`src/rtl/lvds_tx_7to1.sv`:
```
// lvds_tx_7to1: 7:1 FPD-Link/OpenLDI serializer for the LCD panel.
// One pixel (RGB + HS/VS/DE) per 7-cycle frame, three data lanes plus the
// clock lane. Define LVDS_TX_LANE3_EN to build the 24-bit variant with a
// fourth data lane carrying the top two bits of each colour.
module lvds_tx_7to1 (
  input  logic        clk,
  input  logic        rst,
  input  logic        pix_valid,
  output logic        pix_ready,
`ifdef LVDS_TX_LANE3_EN
  input  logic [23:0] pix_rgb,
`else
  input  logic [17:0] pix_rgb,
`endif
  input  logic        pix_hs,
  input  logic        pix_vs,
  input  logic        pix_de,
`ifdef LVDS_TX_LANE3_EN
  output logic [3:0]  tx_data,
`else
  output logic [2:0]  tx_data,
`endif
  output logic        tx_clk,
  output logic        underrun,
  input  logic        underrun_clr
);

`ifdef LVDS_TX_LANE3_EN
  localparam int NL = 4;
  localparam int CW = 8;
`else
  localparam int NL = 3;
  localparam int CW = 6;
`endif
  localparam int RGBW = 3 * CW;
  // Clock-lane pattern, bit k is the level during slot k (1 1 0 0 0 1 1).
  localparam logic [6:0] CLK_PATTERN = 7'b1100011;

  logic [2:0]      ph_r;
  logic            hold_full_r;
  logic [RGBW-1:0] hold_rgb_r;
  logic            hold_hs_r;
  logic            hold_vs_r;
  logic            hold_de_r;
  logic            started_r;
  logic            last_hs_r;
  logic            last_vs_r;
  logic            underrun_r;
  logic            ready_r;
  logic [6:0]      clk_pat_r;
  logic [6:0]      sh_r [NL];

  logic            xfer_s;
  logic            load_s;
  logic            hold_wr_s;
  logic            underrun_set_s;
  logic            hold_full_nxt_s;
  logic            ready_nxt_s;
  logic [2:0]      ph_nxt_s;
  logic [RGBW-1:0] src_rgb_s;
  logic            src_hs_s;
  logic            src_vs_s;
  logic            src_de_s;
  logic [CW-1:0]   r_s;
  logic [CW-1:0]   g_s;
  logic [CW-1:0]   b_s;
  logic [6:0]      word_s [NL];

  // Handshake, phase advance and holding-register bookkeeping
  always_comb begin
    xfer_s          = pix_valid && ready_r;
    load_s          = (ph_r == 3'd6);
    ph_nxt_s        = load_s ? 3'd0 : (ph_r + 3'd1);
    underrun_set_s  = 1'b0;
    if (load_s) begin
      // Hold word (if any) leaves; a word arriving now stays only if the
      // hold was occupied, otherwise it goes straight to the shifters.
      hold_full_nxt_s = hold_full_r && xfer_s;
      hold_wr_s       = hold_full_r && xfer_s;
      underrun_set_s  = !hold_full_r && !xfer_s && started_r;
    end else begin
      hold_full_nxt_s = hold_full_r || xfer_s;
      hold_wr_s       = xfer_s;
    end
    ready_nxt_s = !hold_full_nxt_s || (ph_nxt_s == 3'd6);
  end

  // Word to load on the 6->0 edge: hold, bypassed input, or a blank frame
  always_comb begin
    src_rgb_s = '0;
    src_hs_s  = last_hs_r;
    src_vs_s  = last_vs_r;
    src_de_s  = 1'b0;
    if (hold_full_r) begin
      src_rgb_s = hold_rgb_r;
      src_hs_s  = hold_hs_r;
      src_vs_s  = hold_vs_r;
      src_de_s  = hold_de_r;
    end else if (xfer_s) begin
      src_rgb_s = pix_rgb;
      src_hs_s  = pix_hs;
      src_vs_s  = pix_vs;
      src_de_s  = pix_de;
    end else begin
      src_rgb_s = '0;
      src_de_s  = 1'b0;
    end
  end

  // Slot mapping; bit k of each word is transmitted in slot k
  always_comb begin
    r_s = src_rgb_s[RGBW-1 -: CW];
    g_s = src_rgb_s[2*CW-1 -: CW];
    b_s = src_rgb_s[CW-1:0];
    for (int i = 0; i < NL; i++) begin
      word_s[i] = 7'd0;
    end
    word_s[0] = {r_s[0], r_s[1], r_s[2], r_s[3], r_s[4], r_s[5], g_s[0]};
    word_s[1] = {g_s[1], g_s[2], g_s[3], g_s[4], g_s[5], b_s[0], b_s[1]};
    word_s[2] = {b_s[2], b_s[3], b_s[4], b_s[5], src_hs_s, src_vs_s, src_de_s};
`ifdef LVDS_TX_LANE3_EN
    word_s[3] = {r_s[6], r_s[7], g_s[6], g_s[7], b_s[6], b_s[7], 1'b0};
`endif
  end

  // Phase, holding register, shifters, clock pattern and status flags
  always_ff @(posedge clk) begin
    if (rst) begin
      ph_r        <= 3'd6;
      hold_full_r <= 1'b0;
      hold_rgb_r  <= '0;
      hold_hs_r   <= 1'b0;
      hold_vs_r   <= 1'b0;
      hold_de_r   <= 1'b0;
      started_r   <= 1'b0;
      last_hs_r   <= 1'b0;
      last_vs_r   <= 1'b0;
      underrun_r  <= 1'b0;
      ready_r     <= 1'b0;
      clk_pat_r   <= 7'd0;
      for (int i = 0; i < NL; i++) begin
        sh_r[i] <= 7'd0;
      end
    end else begin
      ph_r        <= ph_nxt_s;
      hold_full_r <= hold_full_nxt_s;
      ready_r     <= ready_nxt_s;
      if (hold_wr_s) begin
        hold_rgb_r <= pix_rgb;
        hold_hs_r  <= pix_hs;
        hold_vs_r  <= pix_vs;
        hold_de_r  <= pix_de;
      end
      if (xfer_s) begin
        started_r <= 1'b1;
      end
      if (load_s) begin
        last_hs_r <= src_hs_s;
        last_vs_r <= src_vs_s;
        clk_pat_r <= CLK_PATTERN;
        for (int i = 0; i < NL; i++) begin
          sh_r[i] <= word_s[i];
        end
      end else begin
        clk_pat_r <= {clk_pat_r[0], clk_pat_r[6:1]};
        for (int i = 0; i < NL; i++) begin
          sh_r[i] <= {1'b0, sh_r[i][6:1]};
        end
      end
      // A new empty frame outranks a simultaneous clear
      if (underrun_set_s) begin
        underrun_r <= 1'b1;
      end else if (underrun_clr) begin
        underrun_r <= 1'b0;
      end
    end
  end

  // Lane outputs are the LSB flops of the shift registers
  always_comb begin
    tx_data = '0;
    for (int i = 0; i < NL; i++) begin
      tx_data[i] = sh_r[i][0];
    end
  end

  assign tx_clk    = clk_pat_r[0];
  assign underrun  = underrun_r;
  assign pix_ready = ready_r;

endmodule

```
`config.mk`:
```
export PLATFORM = sky130hd
export DESIGN_NAME = lvds_tx_7to1
export DESIGN_NICKNAME = d
export VERILOG_FILES = /design/src/rtl/lvds_tx_7to1.sv
export SDC_FILE = /design/constraint.sdc
export NUM_CORES = 1
export LEC_CHECK = 0
export ABC_CLOCK_PERIOD_IN_PS = 1400
export BUFFER_PORTS_ARGS = -buffer_cell sky130_fd_sc_hd__buf_4
export CORE_UTILIZATION = 52
export DETAILED_ROUTE_END_ITERATION = 10
export GPL_TIMING_DRIVEN = 0
export PLACE_DENSITY = 0.75
export SLEW_MARGIN = 20
export SYNTH_ARGS = -nofsm -noshare
export SYNTH_HDL_FRONTEND = slang
export SYNTH_SLANG_ARGS = --single-unit
export TNS_END_PERCENT = 5
```
`constraint.sdc`:
```
create_clock -name clk -period 1.4 [get_ports clk]
set_clock_uncertainty 0.05 [all_clocks]
set_input_delay 0.28 -clock clk [delete_from_list [all_inputs] [get_ports clk]]
set_output_delay 0.28 -clock clk [all_outputs]
set_load 0.005 [all_outputs]
```
==> results.yml, run 1 <==
place:
  place.gp.congestion: 0.712
  dp_cells: 349
  dp_hpwl_mm: 3.59
  io_buffers: 29
power:
  p_seq_share_pct: 47.5
  p_int_w: 0.00306
  p_per_area_nw_per_um2: 1270
  pwr-share-clk_pct: 37.1
  pwr-share-comb_pct: 15.4
  p_leak_nw: 1.28
  ir_drop_uv: 737
  p_switching_w: 0.00107
  p_sw_share_pct: 25.8
setup_path:
  cp_common_cell: "buf_6"
  critPathMaxFanout: 10
  ff2ff_setup_slack_ps: 10
  slowest_stage: "dfxtp_2"
  crit_end: "sh_r[0][11]"
  crit_start: "pix_ready"
  regToRegStartpoint: "pix_ready"
  slowest_delay_ps: 350
  crit_path_end_kind: "flip-flop"
  rr_worst_depth: 5
  path_cells: "and3b_1 -> buf_6 -> buf_6 -> a22oi_1 -> o2bb2ai_1"
  cp-start-kind: "flip-flop"
  crit_arrival_ps: 1430
  path_class: "reg -> reg"
  crit_required_ps: 1440
  r2r-end: "sh_r[0][11]"
drt:
  ant_nets: 0
  drcViolationCount: 0
  drt_iter0_markers: 75
  drt-total-wl_mm: 5.32
  via_per_inst: 5.18
  via_count: 1902
  first_pass_iters: 4
  avgRoutedWirePerCell_um: 14.5
logic_synthesis:
  ys.flop_type: "dfxtp_1"
  synth_top_area_cell: "dfxtp_1"
  synth_area_per_cell_um2: 11.2
  synth_seq_area_share_pct: 52.6
  netlist_instances: 233
  synth_top_area_share_pct: 28.4
  synth_common_cells: "nand2b_1 (44), dfxtp_1 (37), edfxtp_1 (21), mux2i_1 (21), a22oi_1 (19)"
  synth_warnings: 0
  ys_ff_latch: 58
  syn_area_um2: 2600
  synthArstFlopShare_pct: 0
  synth_area_leaders: "dfxtp_1 (28%), edfxtp_1 (24%), nand2b_1 (11%)"
  synth_most_common_cell: "nand2b_1"
  synthDistinctLibCells: 32
  synth-edff-count: 21
layout:
  multiInputGateArea_um2: 1190
  area_delta_synth_final_pct: 25.0
  drive_gt1_share_pct: 25.7
  final_core_util_pct: 68.1
  fin_cells: 367
  diodes: 0
  fin_nets: 320
  fillers: 396
  seqCellArea_um2: 1380
clocking:
  cts_tree: "built"
  clk_latency_ps: 340
  clk_pin_slew_ps: 70
  numCtsBuffers: 9
  cts_sinks: 58
  hold_buffers: 0
  cts_max_level: 3
  root_buffer: "clkbuf_8"
  cts.path.max_buffers: 2
floorplan:
  start_util_pct: 54.4
  die_x_um: 72.8
  core_area_um2: 4790
  fp.dieH_um: 72.8
  rows: 25
  pin_count: 31
  dieArea_um2: 5300
sta:
  slew_violations: 0
  rsz0062_at_grt: "true"
  finalCriticalPeriod_ps: 1390
  finalSetupViolations: 0
  fin_crit_sh_pct: 99.3
  hold_viol_final: 0
  fmax_mhz: 719
outcome:
  status: "finished, final reports clean"
grt:
  antenna_found_initial: 0
  grt_max_degree: 11
  first_global_vias: 1911
  grt_overflow: 0
  grt_pass1_wl_mm: 8.59
  grt_usage_pct: 22.4
run:
  drv_cap: 0
hold_path:
  hp-class: "in -> reg"
==> power by group through the flow <==
stage	combinational, W	sequential, W	clock, W
floorplan	0.000415	0.00197	0
global placement	0.000586	0.00198	0
detailed placement	0.000599	0.00199	0
CTS	0.000620	0.00195	0.00155
global route	0.000698	0.00197	0.00161
finish	0.000637	0.00196	0.00153
==> how the worst min path moves through the flow <==
stage | from | end | slack, ps | cells past startpoint
after floorplan | clk_pat_r[3] | clk_pat_r[2] | 360 | 1
after global placement | clk_pat_r[5] | clk_pat_r[4] | 360 | 1
after detailed placement | clk_pat_r[5] | clk_pat_r[4] | 360 | 1
after CTS | pix_rgb[16] | hold_rgb_r[16] | 150 | 3
after global routing | pix_rgb[11] | hold_rgb_r[11] | 160 | 3
final | pix_rgb[16] | hold_rgb_r[16] | 160 | 3
==> kinds of logic (layout without fill, tap and decap cells) <==
group           Yosys count  in the layout  share of synthesized area (%)
simple gates             79             79                           17.7
mux                      21             21                           8.07
compound gates           51             51                           15.4
buf+inv                  23             70                           6.00
other cells               1             21                          0.144
flops                    58             58                           52.6
==> layer usage <==
layer	global-route usage [%]	up-vias	part of all wire (%)	wire length, um
met2	38.1	29	50	2650
met5	0	-	0	0
met3	5.11	10	3.1	166
li1	-	941	-	-
met4	12.9	0	2.0	105
met1	25.9	922	45	2400
==> layout make-up <==
cell class              instances  share of cell area [%]
flip-flops and latches         58                    42.3
multi-input cells             172                    36.6
repair buffers                 31                    7.15
plain buffers                  21                    5.15
clock buffers                  10                    4.23
well taps                      67                    2.57
clock inverters                 6                    1.73
inverters                       2                   0.231
==> what timing repair did <==
| item | 4_1_cts | 5_1_grt |
|---|---|---|
| endpoints found under the hold margin | 0 | 0 |
| endpoints found under the setup margin | 24 | 35 |
| resized for setup | 10 | 10 |
| buffers inserted | 1 | 1 |
==> cells in the final DEF (no fill, tap or decap), drive strengths merged <==
cell	Yosys	layout
edfxtp	21	21
inv	2	2
nand2	3	3
a32o	4	4
a211o	2	2
nand2b	45	45
nor2	19	19
and3b	2	2
o2bb2ai	16	16
o21ai	3	3
buf	16	48
and2	4	4
and3	2	2
clkinvlp	0	1
bufinv	0	1
a21o	1	1
dfxtp	37	37
mux2i	21	21
and2b	1	1
or2b	1	1
nand3b	1	1
a211oi	1	1
a21oi	3	3
a22oi	19	19
conb	1	21
clkinv	0	4
a32oi	1	1
clkbuf	5	14
nor3	1	1
o21a	1	1
==> state kept, by name, summed over array words and instances (netlist names), 3 cells and up <==
name and count:
clk_pat_r 7, hold_rgb_r 18, sh_r 21, ph_r 3
==> metrics by stage <==
stage / total power [W] / hold WS, ps / TNS, ps / setup WS (ps) / cell area, um2
final: 0.00413 / 156 / 0 / 9.97 / 3260
after global routing: 0.00428 / 164 / -319 / -33.4 / 3260
after CTS: 0.00413 / 150 / -28.7 / -9.01 / 3210
after detailed placement: 0.00259 / 365 / -2030 / -158 / 2980
after global placement: 0.00257 / 360 / -1600 / -147 / 2980
after floorplan: 0.00238 / 356 / 0 / 41.6 / 2680
==> critical path, delay by kind of cell (launching register included) <==
family / cells / cell delay, ps
AO/OA/AOI/OAI: 2 / 250
AND/OR/NAND/NOR: 1 / 190
flip-flops: 1 / 350
buffers and inverters: 2 / 290
Power figures use the tool's default switching activity.
==> run 2, diff against run 1 <==
--- a/config.mk
+++ b/config.mk
@@ -9,7 +9,6 @@
 export BUFFER_PORTS_ARGS = -buffer_cell sky130_fd_sc_hd__buf_4
 export CORE_UTILIZATION = 52
 export DETAILED_ROUTE_END_ITERATION = 10
-export GPL_TIMING_DRIVEN = 0
 export PLACE_DENSITY = 0.75
 export SLEW_MARGIN = 20
 export SYNTH_ARGS = -nofsm -noshare
==> results.yml, run 2 (same netlist as run 1, synthesis figures left out) <==
clocking:
  numCtsBuffers: 9
  cts.path.max_buffers: 2
  root_buffer: "clkbuf_8"
  cts_tree: "built"
  postCtsSetupBuffers: 0
  cts_sinks: 58
  cts_max_level: 3
  hold_buffers: 0
  clk_pin_slew_ps: 60
  clk_latency_ps: 330
  cts_resized: 0
place:
  place.gp.congestion: 0.747
  dp_cells: 346
  dp_hpwl_mm: 3.41
  io_buffers: 30
layout:
  drive_gt1_share_pct: 22.7
  regMostFlops: "sh_r"
  fin_nets: 315
  diodes: 0
  top_regs: "sh_r x21, hold_rgb_r x18, clk_pat_r x7"
  final_core_util_pct: 68.2
  fin_cells: 362
  final_common_cell: "nand2b_1"
  area_delta_synth_final_pct: 25.3
  final_cell_mix: "nand2b_1 (44), buf_4 (43), dfxtp_1 (35)"
  fillers: 372
  largest_reg_flops: 21
floorplan:
  rows: 25
  start_util_pct: 54.4
  dieArea_um2: 5300
  fp.dieH_um: 72.8
  die_x_um: 72.8
  core_area_um2: 4790
  pin_count: 31
drt:
  wl_met1_mm: 2.34
  via_per_inst: 5.10
  wl_met3_um: 232
  drt-total-wl_mm: 5.01
  ant_nets: 0
  drcViolationCount: 0
  highest_layer: "met4"
  drt_iter0_markers: 99
  via_count: 1847
  avgRoutedWirePerCell_um: 13.8
  dr_wl_met2_mm: 2.38
  first_pass_iters: 4
power:
  p_switching_w: 0.00102
  ir_drop_uv: 907
  p_seq_share_pct: 43.3
  p_int_w: 0.00348
  p_per_area_nw_per_um2: 1380
  finalPower_w: 0.00450
  pwr-share-clk_pct: 42.7
  pwr-share-comb_pct: 13.9
  p_leak_nw: 1.30
  p_sw_share_pct: 22.7
hold_path:
  hold_depth: 2
  hp-class: "in -> reg"
  worstHoldStart: "rst"
  holdPathEnd: "ph_r[0]"
setup_path:
  path_class: "reg -> reg"
  path_cells: "and3b_1 -> buf_4 -> nand2b_4 -> o2bb2ai_1"
  slowest_delay_ps: 340
  slowest_stage: "dfxtp_1"
  crit_arrival_ps: 1360
  rr_worst_depth: 4
  critPathMaxFanout: 19
  r2r-end: "sh_r[0][18]"
  ff2ff_setup_slack_ps: 60
  regToRegStartpoint: "ph_r[0]"
  crit_required_ps: 1420
  crit_path_end_kind: "flip-flop"
  cp-start-kind: "flip-flop"
sta:
  hold_viol_final: 0
  slew_violations: 0
  finalSetupViolations: 0
  rsz0062_at_grt: "false"
  finalCriticalPeriod_ps: 1340
  fmax_mhz: 746
  holdWs_ps: 144
  fin_crit_sh_pct: 95.8
grt:
  grt_pass1_wl_mm: 8.24
  grt_max_degree: 36
  antenna_found_initial: 0
  first_global_vias: 1814
  grt_usage_pct: 21.2
  grt_overflow: 0
outcome:
  status: "finished, final reports clean"
run:
  drv_cap: 0
-- run 2: how the worst max path moves through the flow --
| stage | start | slack [ps] | to |
|---|---|---|---|
| 3_5_place_dp | pix_valid | -30 | sh_r[0][15] |
| 4_1_cts | hold_full_r | 4 | hold_rgb_r[1] |
| 3_3_place_gp | pix_valid | -2 | sh_r[0][15] |
| 5_1_grt | hold_full_r | 1 | sh_r[0][18] |
| 6_report | ph_r[0] | 60 | sh_r[0][18] |
| 2_1_floorplan | ph_r[2] | 40 | sh_r[0][16] |
-- run 2: final cells by class --
| type | count | area (um2) | area share (%) |
|---|---|---|---|
| Inverter | 2 | 7.51 | 0.230 |
| Clock inverter | 5 | 100 | 3.07 |
| Multi-Input combinational cell | 172 | 1150 | 35.3 |
| Sequential cell | 58 | 1370 | 42.1 |
| Clock buffer | 11 | 151 | 4.64 |
| Tap cell | 67 | 83.8 | 2.57 |
| Timing Repair Buffer | 47 | 394 | 12.1 |
-- run 2: per-stage QoR --
stage	worst slack [ps]	area (um2)	setup TNS, ps
6_report	58.8	3260	0
5_1_grt	1.48	3260	0
4_1_cts	4.13	3260	0
3_5_place_dp	-28.8	3010	-42.1
3_3_place_gp	-1.86	3010	-2.42
2_1_floorplan	41.6	2680	0
-- run 2: power by group through the flow --
stage          clock network (W)  registers (W)  logic, W
3_3_place_gp                   0        0.00198  0.000610
2_1_floorplan                  0        0.00197  0.000415
4_1_cts                  0.00196        0.00195  0.000631
6_report                 0.00192        0.00195  0.000627
3_5_place_dp                   0        0.00199  0.000626
5_1_grt                  0.00204        0.00196  0.000687
-- run 2: layer usage --
metal | global-route usage [%] | vias up
li1 | - | 931
met1 | 27.2 | 871
met2 | 33.2 | 40
met3 | 7.04 | 5
met4 | 7.84 | 0
met5 | 0 | -
-- run 2: worst max-delay path, delay by kind of cell (launching register included) --
kind,cells,cell delay (ps)
AND/OR/NAND/NOR,2,440
AO/OA/AOI/OAI,1,100
flip-flops,1,340
buffers and inverters,1,160
==> run 3, diff against run 2 <==
--- a/config.mk
+++ b/config.mk
@@ -5,11 +5,12 @@
 export SDC_FILE = /design/constraint.sdc
 export NUM_CORES = 1
 export LEC_CHECK = 0
+export ABC_AREA = 1
 export ABC_CLOCK_PERIOD_IN_PS = 1400
 export BUFFER_PORTS_ARGS = -buffer_cell sky130_fd_sc_hd__buf_4
-export CORE_UTILIZATION = 52
+export CORE_UTILIZATION = 51
 export DETAILED_ROUTE_END_ITERATION = 10
-export PLACE_DENSITY = 0.75
+export PLACE_DENSITY = 0.73
 export SLEW_MARGIN = 20
 export SYNTH_ARGS = -nofsm -noshare
 export SYNTH_HDL_FRONTEND = slang
==> results.yml, run 3 <==
power:
  p_leak_nw: 1.53
  ir_drop_uv: 1090
  finalPower_w: 0.00417
  p_per_area_nw_per_um2: 1300
layout:
  drive_gt1_share_pct: 17.1
  final_common_cell: "nand2_1"
  area_delta_synth_final_pct: 24.8
  fin_nets: 405
  fillers: 440
  largest_reg_flops: 21
  regMostFlops: "sh_r"
  top_regs: "sh_r x21, hold_rgb_r x18, clk_pat_r x7"
  diodes: 0
  final_core_util_pct: 66.9
  final_cell_mix: "nand2_1 (86), nor2_1 (56), buf_4 (39)"
clocking:
  cts_tree: "built"
  cts_sinks: 58
  cts_max_level: 3
  clk_latency_ps: 330
  clk_pin_slew_ps: 60
  numCtsBuffers: 9
  cts.path.max_buffers: 2
  root_buffer: "clkbuf_8"
  hold_buffers: 0
setup_path:
  ff2ff_setup_slack_ps: 80
  critPathBufInv: 2
  slowest_stage: "dfxtp_1"
  slowest_delay_ps: 470
  crit_start: "ph_r[0]"
  crit_end: "sh_r[0][7]"
  critPathMaxFanout: 16
  path_class: "reg -> reg"
  regToRegStartpoint: "ph_r[0]"
  crit_path_end_kind: "flip-flop"
  path_cells: "inv_2 -> nand3_2 -> nor2_4 -> buf_12 -> o211ai_1 -> nand2_1"
  rr_worst_depth: 6
  path_depth: 6
  cp-start-kind: "flip-flop"
  r2r-end: "sh_r[0][7]"
  crit_required_ps: 1430
  crit_arrival_ps: 1350
  cp_top_family: "flip-flops"
sta:
  finalSetupViolations: 0
  fin_crit_sh_pct: 94.6
  holdWs_ps: 153
  finalCriticalPeriod_ps: 1320
  rsz0062_at_grt: "false"
  fmax_mhz: 755
  hold_viol_final: 0
  setup-tns-final_ps: 0
  slew_violations: 0
logic_synthesis:
  synth_seq_area_share_pct: 53.5
  synthDistinctLibCells: 19
  ys_ff_latch: 58
  syn_area_um2: 2560
  synth_common_cells: "nand2_1 (86), nor2_1 (56), dfxtp_1 (37), inv_1 (27), nand3_1 (25)"
  synth_top_area_share_pct: 28.9
  synth_area_per_cell_um2: 7.87
  synthArstFlopShare_pct: 0
  synth_warnings: 0
  synth-edff-count: 21
  ys.flop_type: "dfxtp_1"
  synth_most_common_cell: "nand2_1"
  synth_area_leaders: "dfxtp_1 (29%), edfxtp_1 (25%), nand2_1 (13%)"
  netlist_instances: 326
  synth_top_area_cell: "dfxtp_1"
floorplan:
  start_util_pct: 53.6
  rows: 25
  die_x_um: 72.9
  dieArea_um2: 5320
  fp.dieH_um: 72.9
  pin_count: 31
  core_area_um2: 4790
run:
  drv_cap: 0
drt:
  drt_iter0_markers: 197
  wl_met1_mm: 2.49
  via_count: 2209
  avgRoutedWirePerCell_um: 12.0
  wl_met3_um: 326
  highest_layer: "met4"
  via_per_inst: 4.89
  drcViolationCount: 0
  drt-total-wl_mm: 5.44
  first_pass_iters: 4
  ant_nets: 0
  dr_wl_met2_mm: 2.51
grt:
  antenna_found_initial: 0
  first_global_vias: 2072
  grt_usage_pct: 22.7
  grt_pass1_wl_mm: 9.05
  grt_max_degree: 30
  grt_overflow: 0
hold_path:
  hp-class: "in -> reg"
place:
  io_buffers: 30
  dp_hpwl_mm: 3.58
  place.gp.congestion: 0.770
outcome:
  status: "finished, final reports clean"
==> run 3: through the flow <==
step / setup WS (ps) / area [um2] / cells
final: 75.1 / 3200 / 452
after floorplan: 74.5 / 2640 / 346
after global routing: 12.8 / 3200 / 452
after CTS: 66.4 / 3200 / 452
after global placement: 82.9 / 3010 / 436
after detailed placement: 47.7 / 3010 / 436
==> run 3: report_power, final <==
part	switching [W]	internal, W
Clock	0.000624	0.000866
Combinational	0.000395	0.000291
Sequential	0.0000807	0.00192
==> run 3: kinds of logic after synthesis <==
family / synth area share, %
AND/OR/NAND/NOR: 27.2
flip-flops: 53.5
buffers and inverters: 8.68
AO/OA/AOI/OAI: 10.5
other: 0.146
==> run 3: layer usage <==
| metal | track usage (%) | vias to the layer above |
|---|---|---|
| met3 | 4.56 | 10 |
| li1 | - | 1140 |
| met1 | 27.9 | 981 |
| met4 | 12.4 | 0 |
| met5 | 0 | - |
| met2 | 37.6 | 78 |
==> run 3: what timing repair did <==
item	in CTS	in global routing
setup buffers	0	0
gates resized for setup	0	2
setup endpoints to repair	0	18
==> run 3: area by class of cell <==
cell class / count / area, um2 / area share (%)
Clock buffer: 13 / 149 / 4.65
Timing Repair Buffer: 44 / 393 / 12.3
Multi-Input combinational cell: 236 / 1050 / 32.7
Sequential cell: 58 / 1370 / 42.9
Clock inverter: 3 / 40.0 / 1.25
Tap cell: 67 / 83.8 / 2.62
Inverter: 31 / 116 / 3.63
==> run 3: how the worst min path moves through the flow <==
stage,from,end,depth (start not counted)
6_report,rst,hold_full_r,2
5_1_grt,rst,started_r,2
3_3_place_gp,clk_pat_r[3],clk_pat_r[2],2
2_1_floorplan,clk_pat_r[3],clk_pat_r[2],2
3_5_place_dp,clk_pat_r[5],clk_pat_r[4],2
4_1_cts,rst,hold_full_r,2
==> run 3: worst register-to-register path, stage by stage, from the launching register on <==
cell and delay, ps:
dfxtp_1 470, inv_2 70, nand3_2 110, nor2_4 50, buf_12 150, o211ai_1 80
nand2_1 100
